===== config.mk =====
export PLATFORM = sky130hd
export DESIGN_NAME = mips_muldiv
export DESIGN_NICKNAME = d
export VERILOG_FILES = /design/src/rtl/mips_pkg.sv /design/src/rtl/mips_muldiv_step.sv /design/src/rtl/mips_muldiv.sv
export SDC_FILE = /design/constraint.sdc
export NUM_CORES = 1
export LEC_CHECK = 0
export CORE_AREA = 2 2 198 200
export CTS_CLUSTER_SIZE = 24
export DETAILED_ROUTE_END_ITERATION = 8
export DIE_AREA = 0 0 200 202
export PLACE_DENSITY_LB_ADDON = 0.2
export SETUP_SLACK_MARGIN = 0.4
export SYNTH_ARGS = -nofsm -noshare
export SYNTH_HDL_FRONTEND = slang
export SYNTH_SLANG_ARGS = --single-unit

===== constraint.sdc =====
create_clock -name clk -period 5.68 [get_ports clk]
set_input_delay 0.568 -clock clk [delete_from_list [all_inputs] [get_ports clk]]
set_output_delay 0.568 -clock clk [all_outputs]
set_load 0.1 [all_outputs]

===== src/rtl/mips_pkg.sv =====
// Shared definitions for the MIPS execute-stage multiply/divide unit.
// Contents: operation encoding, FSM state encoding and the iteration count.
package mips_pkg;

    typedef enum logic [2:0] {
        MULT  = 3'd0,
        MULTU = 3'd1,
        DIV   = 3'd2,
        DIVU  = 3'd3,
        MTHI  = 3'd4,
        MTLO  = 3'd5
    } muldiv_op_t;

    typedef enum logic [1:0] {
        IDLE = 2'd0,
        RUN  = 2'd1,
        FIX  = 2'd2
    } muldiv_state_t;

    localparam int unsigned MULDIV_ITERS = 32;

endpackage


===== src/rtl/mips_muldiv_step.sv =====
// One radix-2 iteration of the multiply/divide datapath (purely combinational).
// Ports:
//   is_div   - 1: restoring-divide step, 0: shift-add multiply step
//   acc      - {upper, lower} working register (product or {remainder, quotient})
//   operand  - multiplicand magnitude (multiply) or divisor magnitude (divide)
//   acc_next - working register after this iteration
module mips_muldiv_step #(
    parameter int unsigned WIDTH = 32
) (
    input  logic               is_div,
    input  logic [2*WIDTH-1:0] acc,
    input  logic [WIDTH-1:0]   operand,
    output logic [2*WIDTH-1:0] acc_next
);

    logic [WIDTH:0]   sum;
    logic [WIDTH:0]   part;
    logic [WIDTH-1:0] diff;

    always_comb begin
        sum  = {1'b0, acc[2*WIDTH-1:WIDTH]} + {1'b0, operand};
        // Upper half after a left shift, keeping the bit shifted out of the top.
        part = acc[2*WIDTH-1:WIDTH-1];
        // A successful trial subtract always leaves less than the divisor,
        // so the low WIDTH bits carry the whole difference.
        diff = part[WIDTH-1:0] - operand;
        acc_next = {1'b0, acc[2*WIDTH-1:1]};
        if (is_div) begin
            if (part >= {1'b0, operand}) begin
                acc_next = {diff, acc[WIDTH-2:0], 1'b1};
            end else begin
                acc_next = {part[WIDTH-1:0], acc[WIDTH-2:0], 1'b0};
            end
        end else if (acc[0]) begin
            acc_next = {sum, acc[WIDTH-1:1]};
        end
    end

endmodule


===== src/rtl/mips_muldiv.sv =====
// Iterative radix-2 multiply/divide unit producing the MIPS HI/LO pair.
// Ports:
//   clk, reset   - clock, asynchronous active-high reset
//   start, op    - request strobe and operation (muldiv_op_t encoding)
//   op_a, op_b   - rs / rt operands
//   busy         - high while a MULT/DIV is in flight
//   done         - one-cycle pulse when HI/LO take a new result
//   hi, lo       - HI/LO registers
module mips_muldiv
    import mips_pkg::*;
#(
    parameter int unsigned WIDTH = 32
) (
    input  logic             clk,
    input  logic             reset,
    input  logic             start,
    input  logic [2:0]       op,
    input  logic [WIDTH-1:0] op_a,
    input  logic [WIDTH-1:0] op_b,
    output logic             busy,
    output logic             done,
    output logic [WIDTH-1:0] hi,
    output logic [WIDTH-1:0] lo
);

    localparam int unsigned CNT_W = $clog2(MULDIV_ITERS);

    muldiv_state_t      state_q, state_d;
    logic [CNT_W-1:0]   count_q, count_d;
    logic [2*WIDTH-1:0] acc_q, acc_d;
    logic [WIDTH-1:0]   operand_q, operand_d;
    logic               is_div_q, is_div_d;
    logic               res_neg_q, res_neg_d;
    logic               rem_neg_q, rem_neg_d;
    logic [WIDTH-1:0]   hi_q, hi_d;
    logic [WIDTH-1:0]   lo_q, lo_d;
    logic               done_q, done_d;

    logic               op_signed, op_is_div, op_is_arith;
    logic               a_neg, b_neg;
    logic [WIDTH-1:0]   a_mag, b_mag;
    logic [2*WIDTH-1:0] step_acc;
    logic [2*WIDTH-1:0] prod_fix;

    assign op_signed   = (op == MULT) || (op == DIV);
    assign op_is_div   = (op == DIV) || (op == DIVU);
    assign op_is_arith = (op == MULT) || (op == MULTU) || op_is_div;
    assign a_neg       = op_signed && op_a[WIDTH-1];
    assign b_neg       = op_signed && op_b[WIDTH-1];
    assign a_mag       = a_neg ? -op_a : op_a;
    assign b_mag       = b_neg ? -op_b : op_b;
    assign prod_fix    = res_neg_q ? -acc_q : acc_q;

    mips_muldiv_step #(
        .WIDTH (WIDTH)
    ) u_step (
        .is_div   (is_div_q),
        .acc      (acc_q),
        .operand  (operand_q),
        .acc_next (step_acc)
    );

    always_comb begin
        state_d   = state_q;
        count_d   = count_q;
        acc_d     = acc_q;
        operand_d = operand_q;
        is_div_d  = is_div_q;
        res_neg_d = res_neg_q;
        rem_neg_d = rem_neg_q;
        hi_d      = hi_q;
        lo_d      = lo_q;
        done_d    = 1'b0;
        unique case (state_q)
            IDLE: begin
                if (start && op_is_arith) begin
                    state_d  = RUN;
                    count_d  = '0;
                    is_div_d = op_is_div;
                    if (op_is_div) begin
                        acc_d     = {{WIDTH{1'b0}}, a_mag};
                        operand_d = b_mag;
                        // Divide by zero keeps an all-ones quotient unnegated.
                        res_neg_d = (a_neg ^ b_neg) && (op_b != '0);
                        rem_neg_d = a_neg;
                    end else begin
                        acc_d     = {{WIDTH{1'b0}}, b_mag};
                        operand_d = a_mag;
                        res_neg_d = a_neg ^ b_neg;
                        rem_neg_d = 1'b0;
                    end
                end else if (start && (op == MTHI)) begin
                    hi_d = op_a;
                end else if (start && (op == MTLO)) begin
                    lo_d = op_a;
                end
            end
            RUN: begin
                acc_d   = step_acc;
                count_d = count_q + 1'b1;
                if (count_q == CNT_W'(MULDIV_ITERS - 1)) begin
                    state_d = FIX;
                end
            end
            FIX: begin
                if (is_div_q) begin
                    lo_d = res_neg_q ? -acc_q[WIDTH-1:0] : acc_q[WIDTH-1:0];
                    hi_d = rem_neg_q ? -acc_q[2*WIDTH-1:WIDTH] : acc_q[2*WIDTH-1:WIDTH];
                end else begin
                    hi_d = prod_fix[2*WIDTH-1:WIDTH];
                    lo_d = prod_fix[WIDTH-1:0];
                end
                done_d  = 1'b1;
                state_d = IDLE;
            end
            default: state_d = IDLE;
        endcase
    end

    always_ff @(posedge clk or posedge reset) begin
        if (reset) begin
            state_q   <= IDLE;
            count_q   <= '0;
            acc_q     <= '0;
            operand_q <= '0;
            is_div_q  <= 1'b0;
            res_neg_q <= 1'b0;
            rem_neg_q <= 1'b0;
            hi_q      <= '0;
            lo_q      <= '0;
            done_q    <= 1'b0;
        end else begin
            state_q   <= state_d;
            count_q   <= count_d;
            acc_q     <= acc_d;
            operand_q <= operand_d;
            is_div_q  <= is_div_d;
            res_neg_q <= res_neg_d;
            rem_neg_q <= rem_neg_d;
            hi_q      <= hi_d;
            lo_q      <= lo_d;
            done_q    <= done_d;
        end
    end

    assign busy = (state_q != IDLE);
    assign done = done_q;
    assign hi   = hi_q;
    assign lo   = lo_q;

endmodule

== After elaboration in Yosys (flattened, before gate mapping) ==
Cells that the tools add are included.

* Word-level logic and storage cells: 84
* Input port bits: 70
* Output and inout bits: 66
* Bits in registers: 171

* Bitwise operators: 1
* Add/subtract/negate cells: 8
* Mux-type cells: 29
* Equality and inequality tests: 14
* Reduce and logical (&&, ||, !) cells: 21
* Magnitude comparators: 1

{| class="wikitable"
|+ Operators with widths
! cell !! number
|-
| two-way mux 32 bit || 13
|-
| two-way mux 64 bit || 5
|-
| negation 32 bit || 4
|-
| case mux 32 bit (2 select lines) || 2
|-
| case mux 64 bit (2 select lines) || 1
|-
| negation 64 bit || 1
|-
| adder 32 x 32 -> 33 bit || 1
|-
| greater-or-equal comparator 33 x 32 -> 1 bit || 1
|-
| nonzero test 32 bit || 1
|-
| subtractor 32 bit || 1
|-
| != test 2 bit (second input constant) || 6
|-
| case mux 5 bit (2 select lines) || 1
|-
| == test 3 x 2 -> 1 bit (second input constant) || 2
|-
| == test 3 bit (second input constant) || 2
|-
| logical AND 1 bit || 6
|-
| AND reduction 2 bit || 3
|-
| nonzero test 2 bit || 3
|-
| adder 5 x 1 -> 5 bit (second input constant) || 1
|-
| == test 5 bit (second input constant) || 1
|-
| two-way mux 5 bit || 1
|-
| logical OR 1 bit || 4
|-
| two-way mux 2 bit || 2
|-
| case mux 2 bit (2 select lines) || 1
|-
| AND reduction 4 bit || 1
|-
| 8 further kinds || 10
|}

== Logic depth before layout (Yosys ltp) ==
Gate-level depths: netlist (run 1).

* Depth in word-level cells: 7
* Gate-level depth with buffers: 14

== Modules after synthesis ==
From an unflattened synthesis (run 1), not the netlist that was laid out.

* Cells, all modules: 2070
* Area total of the unflattened synthesis: 16074.2 µm²

{| class="wikitable"
|+ By module, submodules not included
! module !! area each (µm²) !! cells an instance !! sequential area each (µm²) !! times used
|-
| mips_muldiv || 10954.3 || 1318 || 4279.1 || 1
|-
| mips_muldiv_step || 5119.9 || 752 || 0.0 || 1
|}

== Worst setup path after synthesis (run 1) ==
Ideal clock, no wire load.

* Path kind: input to register
* Start point: input port op_a[7]
* End point: register acc_q[29]
* Stages: 9
* Arrival time: 3067 ps
* Data required time: 5554 ps
* Slack: 2487 ps
* Cell sequence: or4_4 > or3_4 > or3b_4 > or2_1 > buf_6 > o41ai_4 > xor2_1 > a221oi_1 > a311o_1

* Word-level cells in the longest chain between the ends: 5

{| class="wikitable"
|+ RTL lines
! item !! RTL line !! source
|-
| start: declaration || mips_muldiv.sv:18 || <nowiki>input logic [WIDTH-1:0] op_a,</nowiki>
|-
| negation 32 bit || mips_muldiv.sv:50 || <nowiki>assign a_mag = a_neg ? -op_a : op_a;</nowiki>
|-
| two-way mux 32 bit || mips_muldiv.sv:50 ||
|-
| two-way mux 32 bit || mips_muldiv.sv:80 || <nowiki>if (op_is_div) begin</nowiki>
|-
| two-way mux 64 bit || mips_muldiv.sv:76 || <nowiki>if (start && op_is_arith) begin</nowiki>
|-
| case mux 64 bit (2 select lines) || mips_muldiv.sv:74 || <nowiki>unique case (state_q)</nowiki>
|-
| end signal: assignment || mips_muldiv.sv:124 || <nowiki>acc_q <= '0;</nowiki>
|-
| end signal: assignment || mips_muldiv.sv:135 || <nowiki>acc_q <= acc_d;</nowiki>
|-
| end: declaration || mips_muldiv.sv:30 || <nowiki>logic [2*WIDTH-1:0] acc_q, acc_d;</nowiki>
|}

No other way between the ends. The select of a mux whose other input is x is not followed.
A chain may end at the register's enable or synchronous reset.

== Worst setup path after layout (run 1) ==
* Start point: register acc_q[53]
* End point: register acc_q[47]

* Word-level cells in the longest chain between the ends: 4

{| class="wikitable"
|+ RTL lines
! item !! RTL line !! source
|-
| greater-or-equal comparator 33 x 32 -> 1 bit || mips_muldiv_step.sv:29 || <nowiki>if (part >= {1'b0, operand}) begin</nowiki>
|-
| two-way mux 64 bit || mips_muldiv_step.sv:29 ||
|-
| two-way mux 64 bit || mips_muldiv_step.sv:28 || <nowiki>if (is_div) begin</nowiki>
|-
| case mux 64 bit (2 select lines) || mips_muldiv.sv:74 ||
|}

No other way between the ends.

==> results.md, run 1 <==
* Buffers on Ports at 135
* Die Y-Extent at 202 um
* Register area share after synthesis at 28.4%
* Post-synthesis cell type count at 73
* Met1 usage at 40.8%
* Number of flops mapped to enable cells by yosys at 0
* Final hold vios at 0
* Syn. warnings at 0
* Clock Path Buffers at 2
* FFs w/ async S/R, synth at 100%
* Final clock skew at 0.0143 ns
* Unrepaired setup endpoints after global routing: false
* # setup viols final at 0
* Crit path largest cell delay at 0.87 ns
* # resized after CTS at 0
* GR Util met2 at 43.3%
* Flops & latches, synth at 171
* Maxcap violations at 0
* CTS tree: built
* Total GRT Usage at 28.8%
* Clk Latency, worst-skew pair at 0.46 ns
* Via Count at 15400
* CP Class: reg2reg
* # Post-CTS Setup Buffers at 0
* Setup ws final at 1.95 ns
* Cell Area, Synth at 15100 um2
* Clk pin slew, worst setup/hold paths at 0.08 ns
* WP data required at 6.03 ns
* Avg Inst Size Synth at 7.75 um2
* Met3 track demand over resource at 4.57%
* First-pass GRT wire length at 87900 um
* Vias in the first global route at 14200
* Syn Nets at 2089
* Root buf cell: clkbuf_16
* CP arrival at 4.08 ns
* Initial antenna violation count at 2
* Detail-routed via count per cell at 6.12
* CP max stage cell: o21ai_2
* Max-slew violation count at 0
* Final core utilization at 45.5%
* Routed Antenna Nets at 0
* Slew HR at 23.5%
* RePlAce Congestion at 0.974
* DIE WIDTH at 200 um
* Worst R2R Start: acc_q[53]
* Pre-antenna DRT Iters at 6
* Most used flip-flop cell after synthesis: dfrtp_1
* Area contributors post-synth: dfrtp_1, a21oi_1, o21ai_0
* Hold Path Class: reg2reg
* Cts bufs inserted at 17
* Fin crit share at 65.7%
* Worst-path cell chain: ha_1, and3_1, nand4_1, o21ai_0, a31o_2, a21oi_1, o21ai_2, buf_4, mux2i_1, a21oi_1, a21o_1
* Largest net degree at the start of global routing at 108
* Register-to-Register Path Depth at 11
* Remaining DRCs at 0
* Area delta synth->final at 15.4%
* # clock sinks at 171
* CTS H-tree depth at 4
* DRT iter0 DRCs at 1636
* DR WL/cell at 23.1 um
* Top cell type's share of synthesized area at 28.4%
* FF-to-FF End: acc_q[47]
* Hold path start: hi[13]
* Layout cell share with drive strength beyond 1 at 4.82%
* CTS Hold Bufs at 0
* Pre-CTS WS at 1.72 ns
* Number of I/O pins at 136
* Num rows at 72
* Hold path endpoint: hi[13]
* Total global routing overflow at 0
* Startpoint Class: flip-flop
* Most common cell on crit path: a21oi_1
* Final #Nets at 2120
* Largest fanout on the critical path at 18
* Syn Inst Count at 1947
* Slew @ Worst Pin at 1.15 ns
* Post-Route WL at 58000 um
* Setup crit end kind: flip-flop
* Post-Route Setup TNS at 0 ns
* Status: finished clean
* Reg-to-reg slack, setup at 1.95 ns
* Core Area at 38300 um2
* Max Fclk at 268 MHz
* Synth area leader: dfrtp_1
* Layer with the highest usage: met2
* Die area at 40400 um2
* Initial core utilization at 39.4%
* Final min period at 3.73 ns
* FILL cells at 3782
* Hold path cells at 2
* Final HPWL DP at 44200 um
cell usage in the layout, fill, tap and decap left out, drive strengths merged, types with 28 or more instances in the layout:
cell type,n
buf,28
xnor2,98
ha,70
nand2,208
nand3,32
inv,63
nor2,137
o21ai,205
a21oi,204
dfrtp,171
o211ai,39
a211oi,39
xor2,73
clkdlybuf4s50,134
and3,29
mux2i,45
a21o,38
nor3,32
synth_stat cells, types with 26 or more instances:
library cell / n
and3_1: 29
o21ai_0: 203
nand3_1: 32
o211ai_1: 39
a21o_1: 38
dfrtp_1: 171
nor3_1: 32
a211oi_1: 39
a21oi_1: 204
nor2_1: 136
clkbuf_1: 139
nand2_1: 208
xor2_1: 73
mux2i_1: 45
inv_1: 59
xnor2_1: 98
ha_1: 70
o31ai_1: 26
kinds of logic after synthesis:
| kind of cell | share of synthesized area [%] |
|---|---|
| xor gates and xnor gates | 9.93 |
| adders and majority gates | 6.07 |
| DFF | 28.4 |
| buffers and inverters | 5.30 |
| muxes | 3.66 |
| AOI/OAI and AO/OA | 29.0 |
| and+or+nand+nor | 17.6 |
worst max-delay path, delay by kind of cell (launching register included):
family	cells	cell delay (ns)
DFF	1	0.58
and+or+nand+nor	2	0.48
AOI/OAI and AO/OA	6	1.57
adders and majority gates	1	0.49
buffers and inverters	1	0.30
muxes	1	0.19
layout make-up:
| cell class | instances | area, um2 | share of cell area [%] |
|---|---|---|---|
| flip-flops and latches | 171 | 4280 | 24.6 |
| inverters | 60 | 230 | 1.32 |
| clock inverters | 15 | 210 | 1.21 |
| repair buffers | 162 | 1560 | 8.97 |
| clock buffers | 17 | 425 | 2.44 |
| well taps | 518 | 648 | 3.72 |
| multi-input cells | 1566 | 10000 | 57.7 |
| diodes | 1 | 2.50 | 0.0144 |
per-layer routing:
metal  wire [um]  part of all wire, %  vias to the layer above
met3        4860                  8.4                       94
met5           0                    0                        -
li1            -                    -                     7160
met1       25100                   43                     7414
met2       25600                   44                      694
met4        2390                  4.1                        0
sequential cells by signal (all words and copies together) (netlist names):
| register | cells |
|---|---|
| hi | 32 |
| state_q | 2 |
| operand_q | 32 |
| rem_neg_q | 1 |
| acc_q | 64 |
| count_q | 5 |
| is_div_q | 1 |
| done | 1 |
| res_neg_q | 1 |
| lo | 32 |
through the flow:
stage | cells | hold WS [ns] | cell area (um2)
floorplan | 1947 | 0.449 | 15100
global placement | 2477 | 0.462 | 16800
detailed placement | 2477 | 0.470 | 16800
CTS | 2509 | 0.485 | 17400
global route | 2510 | 0.508 | 17400
finish | 2510 | 0.479 | 17400
worst max path at each step:
stage	endpoint	cells after the start	slack [ns]	from
detailed placement	acc_q[29]	9	1.72	op_a[5]
finish	acc_q[47]	11	1.95	acc_q[53]
global placement	acc_q[29]	9	1.77	op_a[5]
floorplan	acc_q[0]	1	0.48	reset
CTS	acc_q[47]	11	2.01	acc_q[53]
global route	acc_q[47]	11	1.79	acc_q[53]
Power of run 1 is not shown: default switching activity piles up to over one toggle a cycle in this logic, so the estimate is an artifact.
==> run 2, diff against run 1 <==
==> constraint.sdc (replaced) <==
create_clock -name clk -period 3.3 [get_ports clk]
set_input_delay 0.33 -clock clk [delete_from_list [all_inputs] [get_ports clk]]
set_output_delay 0.33 -clock clk [all_outputs]
set_load 0.1 [all_outputs]
==> run 2 against run 1 <==
Critical path depth is 4 higher. Clock-buffer cell count did not move. Utilization grew 7.4 points. Global-route usage rose by 2.4 points. Register-to-register slack got worse by 1.7 ns. Maximum frequency up 23%. Final cell count grew 8.8%. Die area stayed put. Worst setup slack got worse by 1.7 ns. Clock skew up 0.0027 ns. Critical endpoint is now acc_q[60].
==> results.md, run 2 (synthesis results as in run 1) <==
* Clk pin slew, worst setup/hold paths at 0.08 ns
* DIE WIDTH at 200 um
* CP top delay family: compound AO/OA/AOI/OAI gates
* Startpoint Class: flip-flop
* Max reg flops at 64
* CP Class: reg2reg
* Final #Nets at 2342
* Hold Path Class: in2async
* Die Y-Extent at 202 um
* Final min period at 3.02 ns
* CTS H-tree depth at 4
* Max-slew violation count at 0
* Setup crit end kind: flip-flop
* Initial core utilization at 39.4%
* Buffer and inverter count on the worst path at 4
* Max Fclk at 331 MHz
* First-pass GRT wire length at 95400 um
* Pre-antenna DRT Iters at 7
* Maxcap violations at 0
* RePlAce Congestion at 1.01
* Clk Latency, worst-skew pair at 0.46 ns
* Placed cell area at 18100 um2
* Slew @ Worst Pin at 1.00 ns
* DRT iter0 DRCs at 1607
* Buffers on Ports at 135
* Die area at 40400 um2
* DR WL/cell at 23.6 um
* Unrepaired setup endpoints after global routing: true
* Fin crit share at 91.5%
* Most frequent cells in the layout: buf_4, nand2_1, a21oi_1, o21ai_0, dfrtp_1
* Leading cell type in the layout, fill and taps excluded: buf_4
* CTS tree: built
* Largest fanout on the critical path at 2
* Clock Path Buffers at 2
* CP max stage cell: dfrtp_1
* WP data required at 3.65 ns
* Number of I/O pins at 136
* Area delta synth->final at 34.1%
* Routed Antenna Nets at 0
* Initial antenna violation count at 0
* Detail-routed via count per cell at 6.04
* Cts bufs inserted at 17
* CP arrival at 3.37 ns
* # setup viols final at 0
* Fin area at 20200 um2
* Via Count at 16500
* Largest net degree at the start of global routing at 85
* Num rows at 72
* Slew HR at 33.0%
* Top reg by flops: acc_q
* Final clock skew at 0.0171 ns
* Worst-path cell chain: buf_6, ha_4, inv_2, fa_2, a21o_1, a221oi_2, buf_4, nor2_4, a211oi_2, buf_4, o31ai_4, a221oi_2, xor2_1, nand3_1, a22o_1
* Total global routing overflow at 0
* Crit path largest cell delay at 0.42 ns
* # clock sinks at 171
* Final hold vios at 0
* Layout cell share with drive strength beyond 1 at 21.7%
* Core Area at 38300 um2
* Root buf cell: clkbuf_16
* Total GRT Usage at 31.3%
* Post-Route WL at 64500 um
* Vias in the first global route at 15500
* Final HPWL DP at 49300 um
* Remaining DRCs at 0
* Status: finished clean
## run 2: cell types whose count changed in the layout (fill, tap and decap cells not counted), moves of 13 or more
cell	previous run	this run
buf_4	26	222
o21ai_0	203	167
o21ai_1	1	32
ha_1	70	46
buf_6	0	19
ha_4	0	15
a21oi_1	204	191
## run 2: final timing paths
check	from	to	slack [ns]	cells after the start
setup / recovery	operand_q[0]	acc_q[60]	0.28	15
hold / removal	reset	lo[5]	0.30	2
setup reg to reg	operand_q[0]	acc_q[60]	0.28	15
hold reg to reg	lo[11]	lo[11]	0.48	2
max in group asynchronous	reset	is_div_q	1.97	3
min in group clk	op_a[21]	hi[21]	0.40	4
## run 2: repair_timing
action / 4_1_cts / 5_1_grt
gates cloned: 2 / 1
pin swaps: 40 / 76
hold buffers: 0 / 0
gates resized for setup: 111 / 162
setup buffers: 23 / 24
endpoints found under the setup margin: 64 / 72
## run 2: per-layer routing
metal / vias to the layer above / GRT usage [%] / wire, um
li1: 7601 / - / -
met1: 8026 / 42.8 / 28000
met2: 738 / 46.9 / 27700
met3: 139 / 6.41 / 5570
met4: 0 / 14.9 / 3280
met5: - / 0 / 0
## run 2: per-stage QoR
| stage | setup slack (ns) | hold slack, ns | TNS, ns | utilization, % | instances |
|---|---|---|---|---|---|
| floorplan | 0.345 | 0.449 | 0 | - | 1947 |
| global placement | -0.260 | 0.464 | -1.42 | 47.3 | 2649 |
| detailed placement | -0.370 | 0.469 | -2.10 | 47.3 | 2649 |
| CTS | 0.262 | 0.299 | 0 | 50.5 | 2706 |
| global route | 0.162 | 0.343 | 0 | 52.8 | 2731 |
| finish | 0.279 | 0.300 | 0 | 52.9 | 2732 |
## run 2: final cells by class
cell class                 instances  area (um2)
timing repair buffer             384        3420
multi-input combinational       1566       11100
clock inverter                    15         154
tap                              518         648
fill                            3634       18100
inverter                          60         231
antenna                            1        2.50
clock buffer                      17         425
sequential                       171        4300
## run 2: worst reg2reg max path, stage by stage (launching register included)
cell,delay (ns)
dfrtp_1,0.42
buf_6,0.13
ha_4,0.13
inv_2,0.04
fa_2,0.33
a21o_1,0.21
a221oi_2,0.25
buf_4,0.17
nor2_4,0.04
a211oi_2,0.20
buf_4,0.17
o31ai_4,0.08
a221oi_2,0.27
xor2_1,0.17
nand3_1,0.09
a22o_1,0.21
Power of run 2 is left out for the same reason.
==> run 3, diff against run 2 <==
--- a/config.mk
+++ b/config.mk
@@ -5,10 +5,10 @@
 export SDC_FILE = /design/constraint.sdc
 export NUM_CORES = 1
 export LEC_CHECK = 0
-export CORE_AREA = 2 2 198 200
+export CORE_AREA = 2 2 278 143
 export CTS_CLUSTER_SIZE = 24
 export DETAILED_ROUTE_END_ITERATION = 8
-export DIE_AREA = 0 0 200 202
+export DIE_AREA = 0 0 280 145
 export PLACE_DENSITY_LB_ADDON = 0.2
 export SETUP_SLACK_MARGIN = 0.4
 export SYNTH_ARGS = -nofsm -noshare
==> constraint.sdc (replaced) <==
create_clock -name clk -period 3.3 [get_ports clk]
set_input_delay 0.33 -clock clk [delete_from_list [all_inputs] [get_ports clk]]
set_output_delay 0.33 -clock clk [all_outputs]
set_load 0.05 [all_outputs]
==> run 3 against run 2 <==
Sequential share of layout area is 1.1 points lower. Global-route usage grew 5.9 points. Hold slack got worse by 0.025 ns. Clock-buffer cell count up 1. Critical path depth fell by 1. Via count is 6.8% higher. Flip-flop and latch count unchanged. Cell area up 5.4%. Non-clock buffer count grew 120. Maximum frequency shrank 3.5%. Final cell count increased by 3.8%.
==> results.md, run 3 (synthesis results as in run 1) <==
* Status: finished clean
* Fin area at 21300 um2
* Largest net degree at the start of global routing at 85
* Largest fanout on the critical path at 3
* CP top delay family: compound AO/OA/AOI/OAI gates
* Initial antenna violation count at 2
* # clock sinks at 171
* Detail-routed via count per cell at 6.22
* Leading cell type in the layout, fill and taps excluded: buf_4
* CP Class: reg2reg
* Routed Antenna Nets at 0
* CTS tree: built
* Number of I/O pins at 136
* Total global routing overflow at 0
* Placed cell area at 19000 um2
* DR WL/cell at 27.4 um
* Root buf cell: clkbuf_16
* Via Count at 17600
* Core Area at 38200 um2
* Final #Nets at 2462
* Initial core utilization at 39.5%
* Final hold vios at 0
* Register-to-Register Path Depth at 14
* Max-slew violation count at 0
* Final clock skew at 0.0144 ns
* Clk Latency, worst-skew pair at 0.47 ns
* Fin crit share at 94.8%
* CP max stage cell: dfrtp_2
* Die area at 40600 um2
* Critical path depth at 14
* Buffers on Ports at 135
* Total GRT Usage at 37.2%
* Reg-to-reg slack, setup at 0.17 ns
* RePlAce Congestion at 1.02
* WP data required at 3.66 ns
* Top reg by flops: acc_q
* CP arrival at 3.48 ns
* Maxcap violations at 0
* Worst setup endpoint: acc_q[59]
* Layout cell share with drive strength beyond 1 at 26.8%
* FF-to-FF End: acc_q[59]
* Antenna Cells at 0
* Setup crit end kind: flip-flop
* # setup viols final at 0
* Most frequent cells in the layout: buf_4, nand2_1, a21oi_1, o21ai_0, dfrtp_1
* Worst R2R Start: acc_q[32]
* Crit path launch: acc_q[32]
* Post-Route Setup TNS at 0 ns
* Worst-path cell chain: ha_2, inv_1, fa_2, nor2b_2, o31a_1, a2bb2oi_1, buf_4, a221o_1, a32oi_1, buf_4, o21ai_1, xnor2_1, o21ai_1, a32o_1
* Unrepaired setup endpoints after global routing: true
* Pre-antenna DRT Iters at 8
* Die Y-Extent at 145 um
* Slew @ Worst Pin at 0.860 ns
* Cts bufs inserted at 17
* Worst hold slack at 0.274 ns
* Crit path largest cell delay at 0.43 ns
* First-pass GRT wire length at 110000 um
* CTS H-tree depth at 4
* Final HPWL DP at 60700 um
* DIE WIDTH at 280 um
* Hold Path Class: in2async
* Remaining DRCs at 0
* Max Fclk at 320 MHz
* Vias in the first global route at 15700
* Final min period at 3.13 ns
* Buffer and inverter count on the worst path at 3
* Clock Path Buffers at 2
* Slew HR at 42.7%
* Max reg flops at 64
* Post-Route WL at 77600 um
* Clk pin slew, worst setup/hold paths at 0.08 ns
* Num rows at 51
* DRT iter0 DRCs at 2304
* Startpoint Class: flip-flop
* Area delta synth->final at 41.3%
-- run 3: how the worst min path moves through the flow --
stage / start / to / cells past startpoint
floorplan: count_q[3] / count_q[3] / 1
global placement: lo[2] / lo[2] / 2
detailed placement: lo[19] / lo[19] / 1
CTS: reset / lo[16] / 2
global route: reset / lo[16] / 2
finish: reset / lo[16] / 2
-- run 3: layout make-up --
class	count	area (um2)
timing repair buffer	504	4440
sequential	171	4300
tap	503	629
fill	3565	16900
multi-input combinational	1566	11200
clock buffer	18	429
clock inverter	14	125
inverter	60	231
-- run 3: metal layers --
metal	GRT usage (%)	vias to the layer above	share of wire, %
met1	59.3	8605	48
met4	5.72	6	1.2
met3	19.2	85	16
met2	41.7	1109	34
li1	-	7822	-
met5	5.13	-	0.39
-- run 3: per-stage QoR --
step           cells  util [%]  worst slack [ns]
6_report        2836      55.8             0.171
5_1_grt         2836      55.8             0.126
4_1_cts         2806      53.3             0.275
3_5_place_dp    2743      49.6            -0.266
3_3_place_gp    2743      49.6            -0.243
2_1_floorplan   1947         -             0.345
-- run 3: what timing repair did --
item / 4_1_cts / 5_1_grt
hold buffers: 0 / 0
buffers inserted: 30 / 29
setup endpoints to repair: 57 / 78
cloned: 1 / 1
pin swaps: 56 / 110
resized for setup: 146 / 167
Power of run 3 is left out for the same reason.
